[src/rtl/wb_cmd_pkg.sv]
// Shared types and constants for the Wishbone command master.
package wb_cmd_pkg;

    typedef enum logic [1:0] {
        IDLE = 2'd0,
        BUS  = 2'd1,
        RESP = 2'd2
    } state_e;

    localparam int DW_DEF = 32;
    localparam int SEL_W  = DW_DEF / 8;

    localparam logic RSP_OK      = 1'b0;
    localparam logic RSP_TIMEOUT = 1'b1;

endpackage

[src/rtl/wb_cmd_master.sv]
// Single-outstanding Wishbone classic initiator: command stream in, bus cycle,
// response stream out, with a bounded wait on the slave acknowledge.
//
// state | meaning
// IDLE  | ready for a command, bus idle
// BUS   | CYC/STB asserted, waiting for ACK or timeout
// RESP  | response held until consumed
module wb_cmd_master
    import wb_cmd_pkg::*;
#(
    parameter int AW          = 32,
    parameter int DW          = 32,
    parameter int TIMEOUT_CYC = 255,
    parameter int CNT_W       = 8
) (
    input  logic              wb_clk_i,
    input  logic              wb_rst_ni,
    input  logic              cmd_valid,
    output logic              cmd_ready,
    input  logic              cmd_we,
    input  logic [AW-1:0]     cmd_adr,
    input  logic [DW-1:0]     cmd_dat,
    input  logic [DW/8-1:0]   cmd_sel,
    output logic              rsp_valid,
    input  logic              rsp_ready,
    output logic [DW-1:0]     rsp_dat,
    output logic              rsp_err,
    output logic              busy,
    output logic              wb_CYC,
    output logic              wb_STB,
    output logic              wb_WE,
    output logic [DW/8-1:0]   wb_SEL,
    output logic [AW-1:0]     wb_ADR,
    output logic [DW-1:0]     wb_DAT_MOSI,
    input  logic              wb_ACK,
    input  logic [DW-1:0]     wb_DAT_MISO
);

    localparam bit             TO_EN   = (TIMEOUT_CYC != 0);
    localparam logic [CNT_W-1:0] TO_LAST = TO_EN ? CNT_W'(TIMEOUT_CYC - 1) : '0;

    state_e            state_q, state_d;
    logic              cyc_q, cyc_d;
    logic              stb_q, stb_d;
    logic              we_q, we_d;
    logic [DW/8-1:0]   sel_q, sel_d;
    logic [AW-1:0]     adr_q, adr_d;
    logic [DW-1:0]     mosi_q, mosi_d;
    logic              rsp_valid_q, rsp_valid_d;
    logic [DW-1:0]     rsp_dat_q, rsp_dat_d;
    logic              rsp_err_q, rsp_err_d;
    logic [CNT_W-1:0]  cnt_q, cnt_d;
    logic              timeout_hit;

    assign timeout_hit = TO_EN && (cnt_q == TO_LAST);

    always_ff @(posedge wb_clk_i or negedge wb_rst_ni) begin
        if (!wb_rst_ni) begin
            state_q     <= IDLE;
            cyc_q       <= 1'b0;
            stb_q       <= 1'b0;
            we_q        <= 1'b0;
            sel_q       <= '0;
            adr_q       <= '0;
            mosi_q      <= '0;
            rsp_valid_q <= 1'b0;
            rsp_dat_q   <= '0;
            rsp_err_q   <= 1'b0;
            cnt_q       <= '0;
        end else begin
            state_q     <= state_d;
            cyc_q       <= cyc_d;
            stb_q       <= stb_d;
            we_q        <= we_d;
            sel_q       <= sel_d;
            adr_q       <= adr_d;
            mosi_q      <= mosi_d;
            rsp_valid_q <= rsp_valid_d;
            rsp_dat_q   <= rsp_dat_d;
            rsp_err_q   <= rsp_err_d;
            cnt_q       <= cnt_d;
        end
    end

    always_comb begin
        state_d = state_q;
        case (state_q)
            IDLE:    if (cmd_valid) state_d = BUS;
            BUS:     if (wb_ACK || timeout_hit) state_d = RESP;
            RESP:    if (rsp_ready) state_d = IDLE;
            default: state_d = IDLE;
        endcase
    end

    // Registered outputs; ACK is checked before the timeout so it wins a tie.
    always_comb begin
        cyc_d       = cyc_q;
        stb_d       = stb_q;
        we_d        = we_q;
        sel_d       = sel_q;
        adr_d       = adr_q;
        mosi_d      = mosi_q;
        rsp_valid_d = rsp_valid_q;
        rsp_dat_d   = rsp_dat_q;
        rsp_err_d   = rsp_err_q;
        cnt_d       = cnt_q;
        case (state_q)
            IDLE: begin
                if (cmd_valid) begin
                    cyc_d  = 1'b1;
                    stb_d  = 1'b1;
                    we_d   = cmd_we;
                    sel_d  = cmd_sel;
                    adr_d  = cmd_adr;
                    mosi_d = cmd_dat;
                    cnt_d  = '0;
                end
            end
            BUS: begin
                if (wb_ACK) begin
                    cyc_d       = 1'b0;
                    stb_d       = 1'b0;
                    we_d        = 1'b0;
                    rsp_dat_d   = we_q ? '0 : wb_DAT_MISO;
                    rsp_err_d   = RSP_OK;
                    rsp_valid_d = 1'b1;
                end else if (timeout_hit) begin
                    cyc_d       = 1'b0;
                    stb_d       = 1'b0;
                    we_d        = 1'b0;
                    rsp_dat_d   = '0;
                    rsp_err_d   = RSP_TIMEOUT;
                    rsp_valid_d = 1'b1;
                end else begin
                    cnt_d = cnt_q + CNT_W'(1);
                end
            end
            RESP: begin
                if (rsp_ready) rsp_valid_d = 1'b0;
            end
            default: ;
        endcase
    end

    assign cmd_ready   = (state_q == IDLE);
    assign busy        = (state_q != IDLE);
    assign wb_CYC      = cyc_q;
    assign wb_STB      = stb_q;
    assign wb_WE       = we_q;
    assign wb_SEL      = sel_q;
    assign wb_ADR      = adr_q;
    assign wb_DAT_MOSI = mosi_q;
    assign rsp_valid   = rsp_valid_q;
    assign rsp_dat     = rsp_dat_q;
    assign rsp_err     = rsp_err_q;

endmodule

[config.mk]
export PLATFORM = sky130hd
export DESIGN_NAME = wb_cmd_master
export DESIGN_NICKNAME = d
export VERILOG_FILES = /design/src/rtl/wb_cmd_pkg.sv /design/src/rtl/wb_cmd_master.sv
export SDC_FILE = /design/constraint.sdc
export NUM_CORES = 1
export LEC_CHECK = 0
export BUFFER_PORTS_ARGS = -buffer_cell sky130_fd_sc_hd__buf_2
export CAP_MARGIN = 20
export CORE_ASPECT_RATIO = 1.2
export CORE_MARGIN = 3
export CORE_UTILIZATION = 40
export CTS_CLUSTER_SIZE = 14
export DETAILED_ROUTE_END_ITERATION = 8
export PLACE_DENSITY = 0.71
export SYNTH_ARGS = -nofsm -noshare
export SYNTH_HDL_FRONTEND = slang
export SYNTH_SLANG_ARGS = --single-unit
export TNS_END_PERCENT = 1
[constraint.sdc]
create_clock -name wb_clk_i -period 1.9 [get_ports wb_clk_i]
set_clock_uncertainty 0.05 [all_clocks]
set_input_delay 0.285 -clock wb_clk_i [delete_from_list [all_inputs] [get_ports wb_clk_i]]
set_output_delay 0.285 -clock wb_clk_i [all_outputs]
set_load 0.02 [all_outputs]
; ---- Word level (Yosys, flattened, before mapping)
; Index checks and enable logic that the tools add are counted.
[word_totals]
rom_bits = 0
inputBits = 106
mem_bits_rw = 0
n_memories = 0
latchBits = 0
regBits = 114
wordCells = 54
output_inout_bits = 107
[op_classes]
bitwise_logic = 0
div = 0
shift = 0
n_eq_ne = 9
n_reduce_logical = 12
n_mul = 0
mux = 22
magnitude_cmp = 0
add_sub_neg = 1
[ops]
columns = operator, n
row1 = $mux 32, 3
row2 = $mux 8, 3
row3 = $pmux 8 s2, 1
row4 = $ne 2x2->1 const B, 5
row5 = $reduce_and 3->1, 3
row6 = $add 8x1->8 const B, 1
row7 = $eq 8x8->1 const B, 1
row8 = $mux 1, 8
row9 = $reduce_bool 2->1, 4
row10 = $mux 2, 3
row11 = $pmux 1 s2, 3
row12 = $pmux 2 s3, 1
row13 = $reduce_and 2->1, 2
row14 = $reduce_and 4->1, 1
row15 = $ne 3x3->1 const B, 1
row16 = $eq 2x1->1 const B, 1
row17 = $eq 2x2->1 const B, 1
row18 = $logic_not 2->1, 1
row19 = $logic_or 1x1->1, 1

; ---- Logic depth before layout (Yosys ltp)
; Gate-level depths: netlist of the first run.
[depth]
word_depth = 4
mapped_depth = 7
ltp_nobuf = 6

; ---- Worst setup path before layout of the first run
; No wires, ideal clock.
[synth_path]
path_type = reg2reg
start = reg state_q[0]
end = reg mosi_q[10] (netlist: wb_DAT_MOSI[10])
period_less_slack_ns = 1.482
required_ns = 1.785
n_path_buf = 3
setup_slack_ns = 0.418
setup_time_ns = 0.065
arrival_ns = 1.367
stages_incl_launch_ff = 8
path_cell_list = dfrtp_1 nor2_2 and2_1 buf_2 buf_4 buf_2 nand2_1 nand2_1
[synth_via]
elab_chain_len = 2
[synth_rtl]
columns = item, line
row1 = from (decl), wb_cmd_master.sv:42  ; state_e state_q, state_d;
row2 = from (signal assigned), wb_cmd_master.sv:71  ; state_q <= state_d;
row3 = $logic_not 2->1, n/a
row4 = named net cmd_ready, wb_cmd_master.sv:19  ; output logic cmd_ready,
row5 = $reduce_and 2->1 (no source line), n/a
row6 = to (signal assigned), wb_cmd_master.sv:77  ; mosi_q <= mosi_d;
row7 = to (decl), wb_cmd_master.sv:48  ; logic [DW-1:0] mosi_q, mosi_d;
; The timed path passes the listed nets, and every way through them passes these cells.
; A chain may end at the register's enable or synchronous reset.

; ---- Worst setup path after layout of the first run
[layout_path]
start = reg state_q[0]
end = out busy
[layout_via]
elab_chain_len = 1
[layout_rtl]
columns = item, line
row1 = $reduce_bool 2->1, wb_cmd_master.sv:146  ; assign busy = (state_q != IDLE);
row2 = to (decl), wb_cmd_master.sv:28  ; output logic busy,
; No other way between the ends.

==> summary.md, run 1 <==
The flow ran to the end, and the final reports show no timing, DRC or antenna violations. The initial cell density of the core is 0.413. The average cell area after synthesis came out at 10.3 µm². The run gives 0 as the number of failing setup endpoints in the final timing report. Setup repair after global routing left no endpoint under its margin. Data on the critical path is required at its endpoint by 1.56 ns. Of all cell types, the one taking the most synthesized area is sky130_fd_sc_hd__dfrtp_1. Power spread over the standard cell area amounts to 1970 nW/µm². The area added between synthesis and finish is 42.6%. CTS placed an instance of sky130_fd_sc_hd__clkbuf_16 at the clock tree root.

Measured along the x axis, the die boundary spans 102 µm. In this run the deepest clock path goes through 2 buffers. The post-detailed-placement half-perimeter wirelength was 8260 µm; the average wire per standard cell was 14.9 µm. The synthesized design contains 0 enable-type register cells. Most used flip-flop cell after synthesis: sky130_fd_sc_hd__dfrtp_1. The count of nets left with antenna violations once routing finished came out at 0. Setup slack on the critical path of the routed design comes to 0.184 ns.

In this run the power spent charging and discharging nets is 4.78 mW. Before CTS, the worst setup slack after placement is 0.135 ns. The run gives 0 as the number of buffers added for setup after CTS. The total overflow left after global routing is 0. The number of distinct standard cells referenced by the synthesized netlist was 31; the count of yosys warnings during synthesis was 0. The CTS clock-pin slew for the worst setup and hold paths was 0.05 ns; the number of sinks on the clock net was 114. Yosys instantiated no cell more often than sky130_fd_sc_hd__nand2_1.

Before antenna repair, the detailed router went through 4 iterations. The area fraction of the dominant cell type after synthesis works out to 0.650. The number of cell rows is 41, and the violation count after the first detailed-routing iteration is 147.

The final estimated routing congestion in global placement is 0.787. The pin count of the biggest net entering global routing came out at 78. The number of hold violations in the final report is 0, and the worst relative slew slack is 0.719. The critical path is of the reg2out type. The cell area after technology mapping is 4390 µm². STA classifies the critical path endpoint as a primary output. Summing all placed instances gives a cell area of 5610 µm².

The layout cell share with drive strength beyond 1 was 0.394. The sum of routed wire length over all layers is 11700 µm. Path class of the lowest-slack min-delay path: in2reg. The tools report the critical path launch point type as a flop. The share of the cycle needed by the critical path after routing is 0.903, and the number of levels in the clock H-tree is 4. The proportion of synthesized flip-flops having asynchronous set or reset came out at 1.00.

The final number of max-transition violations is 0. The tools report the DRC violations left as 0. In this run, CTS created clock tree buffers numbering 17. The leakage power is 3.54 nW.

The via count of the first global-routing pass came out at 3772. The run gives 12300 µm² as the die area. IR analysis of the VDD net gives a maximum drop of 0.743 mV.

The share of power burned in registers came out at 0.339. Hold is met by 0.0242 ns. After detailed routing, the number of vias per cell comes to 4.82.

For the global-route wire length before repair, the log shows 18000 µm. Post-synthesis sequential area ratio: 0.650. The number of placed I/O pins is 213.

Buffers placed on the I/O ports in this run total 212. The share of power burned in the clock network is 0.267. The worst-path cell with the longest stage delay is sky130_fd_sc_hd__dfrtp_1. The gate count of the mapped netlist is 427, and the count of inserted antenna diode cells is 0. Measured along the y axis, the die boundary spans 121 µm.

In this run, synthesis produced a sequential element count of 114. The number of antenna violations at the first check in global routing was 0. The tools report the count of vias placed by the detailed router as 3786. The shortest clock period the worst path allows after layout came out at 1.72 ns. The run gives 6250 µm² as the finished layout cell area.

Setup total negative slack on the finished layout was measured at 0 ns. The internal power of the cells totals 7.53 mW. Across the run, the number of max-cap violations was 0.

The number of nets in the synthesized netlist is 535. Fraction of power spent switching nets: 0.389. The later pin in the worst-skew pair is clocked with a latency of 0.40 ns.

The critical path goes through nor2_2 -> buf_4 -> inv_1 -> buf_2. Of all nets on the critical path, the largest fanout is 4. The part of the power in combinational logic was 0.393. In this design, the stage delay of the slowest critical-path cell is 0.39 ns. Data arrives at the worst endpoint at 1.38 ns. The tools report the overall power as 12.3 mW.

Area of the placeable core: 10600 µm². By area the synthesized netlist is led by sky130_fd_sc_hd__dfrtp_1 65%, sky130_fd_sc_hd__nand2_1 18%, sky130_fd_sc_hd__a22o_1 6.4%, sky130_fd_sc_hd__buf_2 1.5%, sky130_fd_sc_hd__buf_6 1.0%. The final layout contains 752 nets. TritonCTS built the clock tree. Derived from the worst setup path, the maximum achievable clock frequency is 0.583 GHz.

Total global-route track usage: 0.188. By count the netlist is led by 210 x sky130_fd_sc_hd__nand2_1, 114 x sky130_fd_sc_hd__dfrtp_1, 32 x sky130_fd_sc_hd__a22o_1. At the pin with the least slew margin, the transition time is 0.419 ns.
[layout by cell type, fill, tap and decap left out, types with 2 or more instances in the layout]
cell	synthesis	layout
sky130_fd_sc_hd__buf_2	13	211
sky130_fd_sc_hd__nand2_1	210	209
sky130_fd_sc_hd__dfrtp_1	114	114
sky130_fd_sc_hd__a22o_1	32	32
sky130_fd_sc_hd__clkbuf_16	0	17
sky130_fd_sc_hd__nand3_1	8	8
sky130_fd_sc_hd__inv_1	6	6
sky130_fd_sc_hd__o21ai_0	6	6
sky130_fd_sc_hd__buf_12	0	6
sky130_fd_sc_hd__bufinv_16	0	4
sky130_fd_sc_hd__clkinv_2	0	4
sky130_fd_sc_hd__buf_4	2	4
sky130_fd_sc_hd__nor2_2	3	3
sky130_fd_sc_hd__clkbuf_1	5	3
sky130_fd_sc_hd__and3_1	2	2
sky130_fd_sc_hd__xor2_1	2	2
sky130_fd_sc_hd__nand2b_1	2	2
sky130_fd_sc_hd__ha_1	2	2
sky130_fd_sc_hd__clkbuf_8	0	2
[cell type report]
cell class	count	area, µm²
Sequential cell	114	2850
Timing Repair Buffer	222	1220
Fill cell	915	4370
Multi-Input combinational cell	283	1380
Tap cell	129	161
Inverter	6	22.5
Clock buffer	22	464
Clock inverter	10	156
[logic make-up (layout without fill, tap and decap cells)]
kind of cell             count (synthesis)  after routing  synth area share
AND/OR/NAND/NOR                        229            229             0.206
flip-flops                             114            114             0.650
adder cells (fa/ha/maj)                  2              2           0.00570
multiplexers                             1              1           0.00228
XOR/XNOR                                 2              2           0.00399
AO/OA/AOI/OAI                           49             49            0.0938
buffers and inverters                   30            260            0.0379
[worst paths after layout]
check | startpoint | endpoint | slack, ns | depth (start not counted)
worst max-delay path | state_q[0]$_DFFE_PN0P_ | busy | 0.18 | 4
worst min-delay path | cmd_dat[16] | wb_DAT_MOSI[16]$_DFFE_PN0P_ | 0.02 | 3
worst max register to register | cnt_q[0]$_DFFE_PN0P_ | rsp_dat[28]$_DFFE_PN0P_ | 0.26 | 7
worst min register to register | wb_DAT_MOSI[20]$_DFFE_PN0P_ | wb_DAT_MOSI[20]$_DFFE_PN0P_ | 0.42 | 2
max in group asynchronous | wb_rst_ni | wb_DAT_MOSI[20]$_DFFE_PN0P_ | 0.96 | 3
min in group asynchronous | wb_rst_ni | rsp_dat[21]$_DFFE_PN0P_ | 0.29 | 2
[power groups by stage]
| stage | Combinational [mW] | Clock, mW | Sequential, mW |
|---|---|---|---|
| after floorplan | 1.68 | 0 | 5.51 |
| after global placement | 4.75 | 0 | 4.17 |
| after detailed placement | 4.88 | 0 | 4.20 |
| after CTS | 4.90 | 3.36 | 4.18 |
| after global routing | 5.29 | 3.47 | 4.31 |
| final | 4.84 | 3.29 | 4.18 |
[per-layer routing]
layer  GRT usage  routed length (µm)  vias to the layer above
met1       0.227                4660                     1786
met2       0.307                5810                      174
met5           0                   0                        -
met4      0.0748                 187                        0
met3      0.0641                1030                       12
li1            -                   -                     1814
[registers in the layout, indices dropped and copies added (netlist names)]
register	flops
wb_DAT_MOSI	32
wb_STB	1
cnt_q	8
rsp_err	1
wb_WE	1
state_q	2
wb_SEL	4
rsp_valid	1
rsp_dat	32
wb_ADR	32
[stage by stage]
stage,utilization,std cells
global placement,0.529,753
floorplan,-,427
CTS,0.588,786
detailed placement,0.529,753
global route,0.589,786
finish,0.589,786
[timing repair]
action	4_1_cts	5_1_grt
setup endpoints to repair	0	1
resized for setup	0	1
endpoints found under the hold margin	19	0
hold buffers	1	0
[worst max-delay path, delay by kind of cell (launching register included)]
| family | cells | cell delay (ns) |
|---|---|---|
| flip-flops | 1 | 0.39 |
| buffers and inverters | 3 | 0.35 |
| AND/OR/NAND/NOR | 1 | 0.24 |
(Power assumes the default switching activity.)
==> run 2, diff against run 1 <==
--- a/config.mk
+++ b/config.mk
@@ -5,13 +5,14 @@
 export SDC_FILE = /design/constraint.sdc
 export NUM_CORES = 1
 export LEC_CHECK = 0
-export BUFFER_PORTS_ARGS = -buffer_cell sky130_fd_sc_hd__buf_2
+export BUFFER_PORTS_ARGS = -buffer_cell sky130_fd_sc_hd__clkbuf_2
 export CAP_MARGIN = 20
 export CORE_ASPECT_RATIO = 1.2
 export CORE_MARGIN = 3
 export CORE_UTILIZATION = 40
 export CTS_CLUSTER_SIZE = 14
 export DETAILED_ROUTE_END_ITERATION = 8
+export HOLD_SLACK_MARGIN = 0.02
 export PLACE_DENSITY = 0.71
 export SYNTH_ARGS = -nofsm -noshare
 export SYNTH_HDL_FRONTEND = slang
==> summary.md, run 2 (synthesis gave the netlist of run 1 again) <==
The run finished with clean final reports. The total global-route track usage is 0.195, and the pin count of the biggest net entering global routing is 60. Counting I/O delays and the setup requirement, the final critical path takes 1.76 ns.

The run gives 6550 µm² as the finished layout cell area. The final layout contains routed wiring with a total length of 12000 µm. The share of the cycle needed by the critical path after routing works out to 0.925.

The worst setup path is captured at a primary output. The layout cell share with drive strength beyond 1 was 0.376; the largest incremental delay on the critical path was 0.39 ns. Port buffering added 212 buffers.

Max-cap violations in this run came to 0. In this run the most critical hold path is launched from cmd_sel[2]. Insertion delay of the later-clocked pin in the worst-skew pair: 0.39 ns. For the pin with the worst max-slew slack, the measured transition is 0.422 ns.

The detail route stage leaves a number of antenna-violating nets equal to 0. In this run the static leakage power is 3.67 nW. The global-route wire length before repair came out at 18800 µm. The wire-length estimate of the detail-placed layout is 8300 µm. Setup violations remaining at the end of the flow were counted as 0.

The largest fanout on the critical path works out to 4. Clock tree synthesis found a total of 114 sinks. The tools report the initial cell density of the core as 0.413. Setup repair after global routing left no endpoint under its margin. The internal power summed over all cells is 7.32 mW. After floorplanning, the core was sized to cover 10600 µm². Using the TritonRoute via totals, the vias-per-cell ratio works out to 4.84. Path class of the lowest-slack min-delay path: in2reg.

At the worst endpoint, the arrival time is 1.42 ns. The setup TNS came out at 0 ns. The run gives 4034 as the via count of the first global-routing pass. The tools report the launching point of the worst reg2reg path as cnt_q[0]$_DFFE_PN0P_. The power per cell area was 1860 nW/µm². The area added between synthesis and finish is 49.2%, and the die area is 12300 µm². For this block, the initial DRC count from the detailed router was 130. During I/O placement, the number of pins put on the boundary was 213. In the layout the commonest cells are 211 x sky130_fd_sc_hd__clkbuf_2, 209 x sky130_fd_sc_hd__nand2_1, 114 x sky130_fd_sc_hd__dfrtp_1. For this design, the slowest cell found on the critical path is sky130_fd_sc_hd__dfrtp_1. The critical path is of the reg2out type. For the share of power burned in the clock network, the log shows 0.253.

The tools report the share of power burned in registers as 0.347. The first TritonRoute pass finished after 4 iterations. The CTS clock-pin slew for the worst setup and hold paths works out to 0.05 ns. The tools report the clock buffer count from CTS as 17. For the final number of max-transition violations, the log shows 0. The highest clock frequency the design can meet is 0.569 GHz. TritonCTS built the clock tree. For the part of the power in combinational logic, the log shows 0.400. The logs give 1.56 ns for the required time at the worst-slack endpoint and 4.84 mW for the reported net switching power.

The critical path starts at state_q[0]$_DFFE_PN0P_. In this run the clock root is driven by a sky130_fd_sc_hd__clkbuf_16. The fraction of power spent switching nets was 0.398. The critical path goes through nor2_2 -> buf_4 -> inv_1 -> clkbuf_2. In this run the number of H-tree levels came out at 4. The number of nets in the layout was 787. The count of vias placed by the detailed router is 3977, and the average wire per standard cell is 14.6 µm. The die width was 102 µm; the worst hold slack was 0.0322 ns. The logs give 0.756 mV for the maximum resistive drop on vdd and 12.2 mW for the overall power. Leaving out fill and tap cells, the most frequent cell in the layout is sky130_fd_sc_hd__clkbuf_2. The placement-stage cell area was 5610 µm².

The tools report the final estimated routing congestion in global placement as 0.779. The critical path launch point type was a flop. The worst relative slew slack was 0.717; the DRC violations left was 0. The number of hold violations in the final report was 0; the number of antenna violations at the first check in global routing was 0.

The logs give 2 for the clock tree buffer depth and 0 for the count of inserted antenna diode cells. The overall overflow remaining after global route came out at 0. The worst path buffer plus inverter count is 3. In this design, the largest share of critical-path delay is due to flip-flops.

The y dimension of the die is 121 µm. The floorplan has 41 rows.
[run 2: stage by stage]
stage / cells / setup slack (ns) / utilization
global placement: 754 / 0.286 / 0.528
detailed placement: 754 / 0.192 / 0.528
floorplan: 427 / 0.418 / -
finish: 821 / 0.143 / 0.616
CTS: 821 / 0.0901 / 0.616
global route: 821 / 0.0677 / 0.616
[run 2: power by group through the flow]
stage	sequential, mW	combinational [mW]	clock (mW)
floorplan	5.51	1.68	0
global placement	4.22	4.70	0
detailed placement	4.24	4.83	0
CTS	4.22	4.90	3.15
global route	4.35	5.33	3.26
finish	4.22	4.86	3.08
[run 2: worst min-delay path: cells and delay by family]
family	cells	cell delay [ns]
AND/OR/NAND/NOR	2	0.09
buffers and inverters	1	0.07
[run 2: repair_timing]
item                                    4_1_cts  5_1_grt
endpoints found under the setup margin        0        1
hold buffers                                 35        0
gates resized for setup                       0        1
hold endpoints to repair                    148        0
buffers inserted                              0        0
[run 2: routing by layer]
layer / up-vias / routed length [µm] / part of all wire / GRT usage
met5: - / 0 / 0 / 0
met4: 0 / 231 / 0.019 / 0.0756
met3: 24 / 980 / 0.082 / 0.0652
met2: 175 / 6030 / 0.50 / 0.330
met1: 1894 / 4750 / 0.40 / 0.226
li1: 1884 / - / - / -
[run 2: final cells by class]
cell class | instances | area [µm²]
Inverter | 6 | 22.5
Tap cell | 129 | 161
Sequential cell | 114 | 2850
Clock inverter | 12 | 140
Fill cell | 842 | 4070
Multi-Input combinational cell | 283 | 1380
Clock buffer | 20 | 437
Timing Repair Buffer | 257 | 1550
[run 2: final timing paths]
kind	endpoint	slack, ns	depth (start not counted)
setup / recovery	busy	0.14	4
max in group asynchronous	rsp_dat[12]$_DFFE_PN0P_	1.14	3
setup reg to reg	cnt_q[3]$_DFFE_PN0P_	0.28	6
hold / removal	wb_SEL[2]$_DFFE_PN0P_	0.03	3
hold reg to reg	wb_DAT_MOSI[1]$_DFFE_PN0P_	0.42	2
min in group asynchronous	wb_DAT_MOSI[0]$_DFFE_PN0P_	0.40	3
==> run 3, diff against run 2 <==
--- a/config.mk
+++ b/config.mk
@@ -6,14 +6,13 @@
 export NUM_CORES = 1
 export LEC_CHECK = 0
 export BUFFER_PORTS_ARGS = -buffer_cell sky130_fd_sc_hd__clkbuf_2
-export CAP_MARGIN = 20
 export CORE_ASPECT_RATIO = 1.2
 export CORE_MARGIN = 3
 export CORE_UTILIZATION = 40
 export CTS_CLUSTER_SIZE = 14
 export DETAILED_ROUTE_END_ITERATION = 8
 export HOLD_SLACK_MARGIN = 0.02
-export PLACE_DENSITY = 0.71
+export PLACE_DENSITY = 0.68
 export SYNTH_ARGS = -nofsm -noshare
 export SYNTH_HDL_FRONTEND = slang
 export SYNTH_SLANG_ARGS = --single-unit
==> summary.md, run 3 (synthesis gave the netlist of run 1 again) <==
The flow ran to the end, and the final reports show no timing, DRC or antenna violations. Power comes to 12.2 mW. The net count of the finished layout is 791. Setup violations remaining at the end of the flow were counted as 0.

The tool flagged a number of max-cap violations equal to 0. The CTS clock-pin slew for the worst setup and hold paths came out at 0.05 ns. STA classifies the critical path endpoint as a flop. The overall overflow remaining after global route was 0. The library cell used most frequently in the layout, excluding fill and tap cells, is sky130_fd_sc_hd__clkbuf_2. The count of vias placed by the detailed router was 3990; the worst relative slew slack was 0.569. The actual slew at the worst max-slew pin came out at 0.646 ns. Once layout is complete, the cells apart from fillers number 824. The run gives 2.11 ns as the required time at the worst-slack endpoint. Based on the critical path, the design can be clocked at up to 0.584 GHz.

Prior to clock tree synthesis, the placed netlist has a worst setup slack of 0.166 ns. Dividing the detail-routed via count by the number of cells gives 4.84. The worst path meets setup with 0.187 ns of slack. The signal on the critical path passes through inv_1 -> ha_1 -> nand3_1 -> o211ai_2 -> nor3_1 -> mux2i_1. For the worst setup path, the data arrival time is 1.93 ns. Counting tap cells, the placed design contains a total of 752 instances.

From bottom edge to top edge, the die measures 121 µm. The run gives 0.618 as the post-route core utilization. Largest fanout on the critical path: 16.

By startpoint and endpoint, the worst setup path is classified as reg2reg. Buffers placed on the I/O ports in this run total 212. The critical path launch point type is a flop. The via count of the first global-routing pass was 3841; the global-route wire length before repair was 18600 µm. The die area is 12300 µm², and the initial cell density of the core is 0.413.

The tools report the sum of routed wire length over all layers as 11800 µm. The die is 102 µm wide. The number of hold violations in the final report is 0, and the violation count after the first detailed-routing iteration is 167. In the final timing run, aggregate negative setup slack is 0 ns. In this run the power density over the cells is 1860 nW/µm². The run gives 0 as the final number of max-transition violations. Number of levels in the clock H-tree: 4. Post-CTS repair changed the size of 0 cells.

TritonCTS built the clock tree. The number of clock buffers added by TritonCTS is 17. In this run the deepest clock path goes through 2 buffers. VDD sags by at most 0.782 mV. Setup repair after global routing left no endpoint under its margin. The shortest clock period the worst path allows after layout is 1.71 ns. The average wire per standard cell was 14.3 µm; the final estimated routing congestion in global placement was 0.761. The layout cell share with drive strength beyond 1 was 0.373. The number of detailed-routing iterations run before antenna repair was 7. For the finished layout cell area, the log shows 6570 µm². For the area of the placeable core, the log shows 10600 µm². On the critical path, the stage with the largest delay is an instance of sky130_fd_sc_hd__o211ai_2. Entering global routing, the biggest net connects 115 pins. The run gives 0 as the number of antenna violations at the first check in global routing.

In the routed design, unresolved DRC markers number 0. On the critical path the largest part of the delay comes from compound AO/OA/AOI/OAI gates. On the final layout, the worst hold slack is 0.0373 ns.

The placement-stage cell area was 5540 µm². Number of sinks on the clock net: 114. The share of the cycle needed by the critical path after routing works out to 0.902.

The logs give 0.191 for the total global-route track usage and 3.67 nW for the leakage power. The clock reaches the later pin of the worst-skew pair after 0.39 ns. The path class of the tightest hold or removal check is in2reg.

Worst path buffer plus inverter count: 1. For the post-detailed-placement half-perimeter wirelength, the log shows 7800 µm. The number of nets with antenna violations after routing was 0. Relative to the synthesized area, the layout overhead comes to 49.7%. Largest incremental delay on the critical path: 0.52 ns. 213 I/O pins were placed. In this run the clock root is driven by a sky130_fd_sc_hd__clkbuf_16. The number of cell rows was 41; the count of inserted antenna diode cells was 0. The library cells used most frequently in the layout, excluding fill and tap cells, are 211 x sky130_fd_sc_hd__clkbuf_2, 209 x sky130_fd_sc_hd__nand2_1, 114 x sky130_fd_sc_hd__dfrtp_1.
-- run 3: repair_timing --
action | CTS | global route
endpoints found under the hold margin | 154 | 0
setup buffers | 0 | 0
hold buffers | 41 | 0
-- run 3: layer usage --
layer / part of all wire / track usage
met1: 0.41 / 0.237
met2: 0.49 / 0.311
met3: 0.081 / 0.0606
met4: 0.016 / 0.0723
met5: 0 / 0
-- run 3: path summary, 6_finish.rpt --
path | startpoint | endpoint | slack (ns) | cells after the start
min | cmd_dat[25] | wb_DAT_MOSI[25]$_DFFE_PN0P_ | 0.04 | 3
max in group asynchronous | wb_rst_ni | wb_DAT_MOSI[27]$_DFFE_PN0P_ | 0.84 | 3
min reg2reg | wb_ADR[23]$_DFFE_PN0P_ | wb_ADR[23]$_DFFE_PN0P_ | 0.42 | 2
min in group asynchronous | wb_rst_ni | wb_ADR[22]$_DFFE_PN0P_ | 0.44 | 3
max | cnt_q[0]$_DFFE_PN0P_ | cnt_q[5]$_DFFE_PN0P_ | 0.19 | 6
max reg2reg | cnt_q[0]$_DFFE_PN0P_ | cnt_q[5]$_DFFE_PN0P_ | 0.19 | 6
-- run 3: report_power, final --
group	internal [mW]	switching, mW
sequential	3.57	0.663
clock	2.19	1.04
combinational	1.64	3.10
total	7.39	4.80
-- run 3: layout make-up --
class	count	area, µm²
fillers	877	4050
flip-flops and latches	114	2850
repair buffers	261	1550
multi-input cells	283	1370
clock buffers	22	484
well taps	129	161
clock inverters	9	129
inverters	6	22.5
-- run 3: worst register-to-register path, delay by kind of cell (launching register included) --
family,cells,cell delay (ns)
AND/OR/NAND/NOR,2,0.26
adder cells (fa/ha/maj),1,0.14
flip-flops,1,0.41
multiplexers,1,0.14
AO/OA/AOI/OAI,1,0.52
buffers and inverters,1,0.07
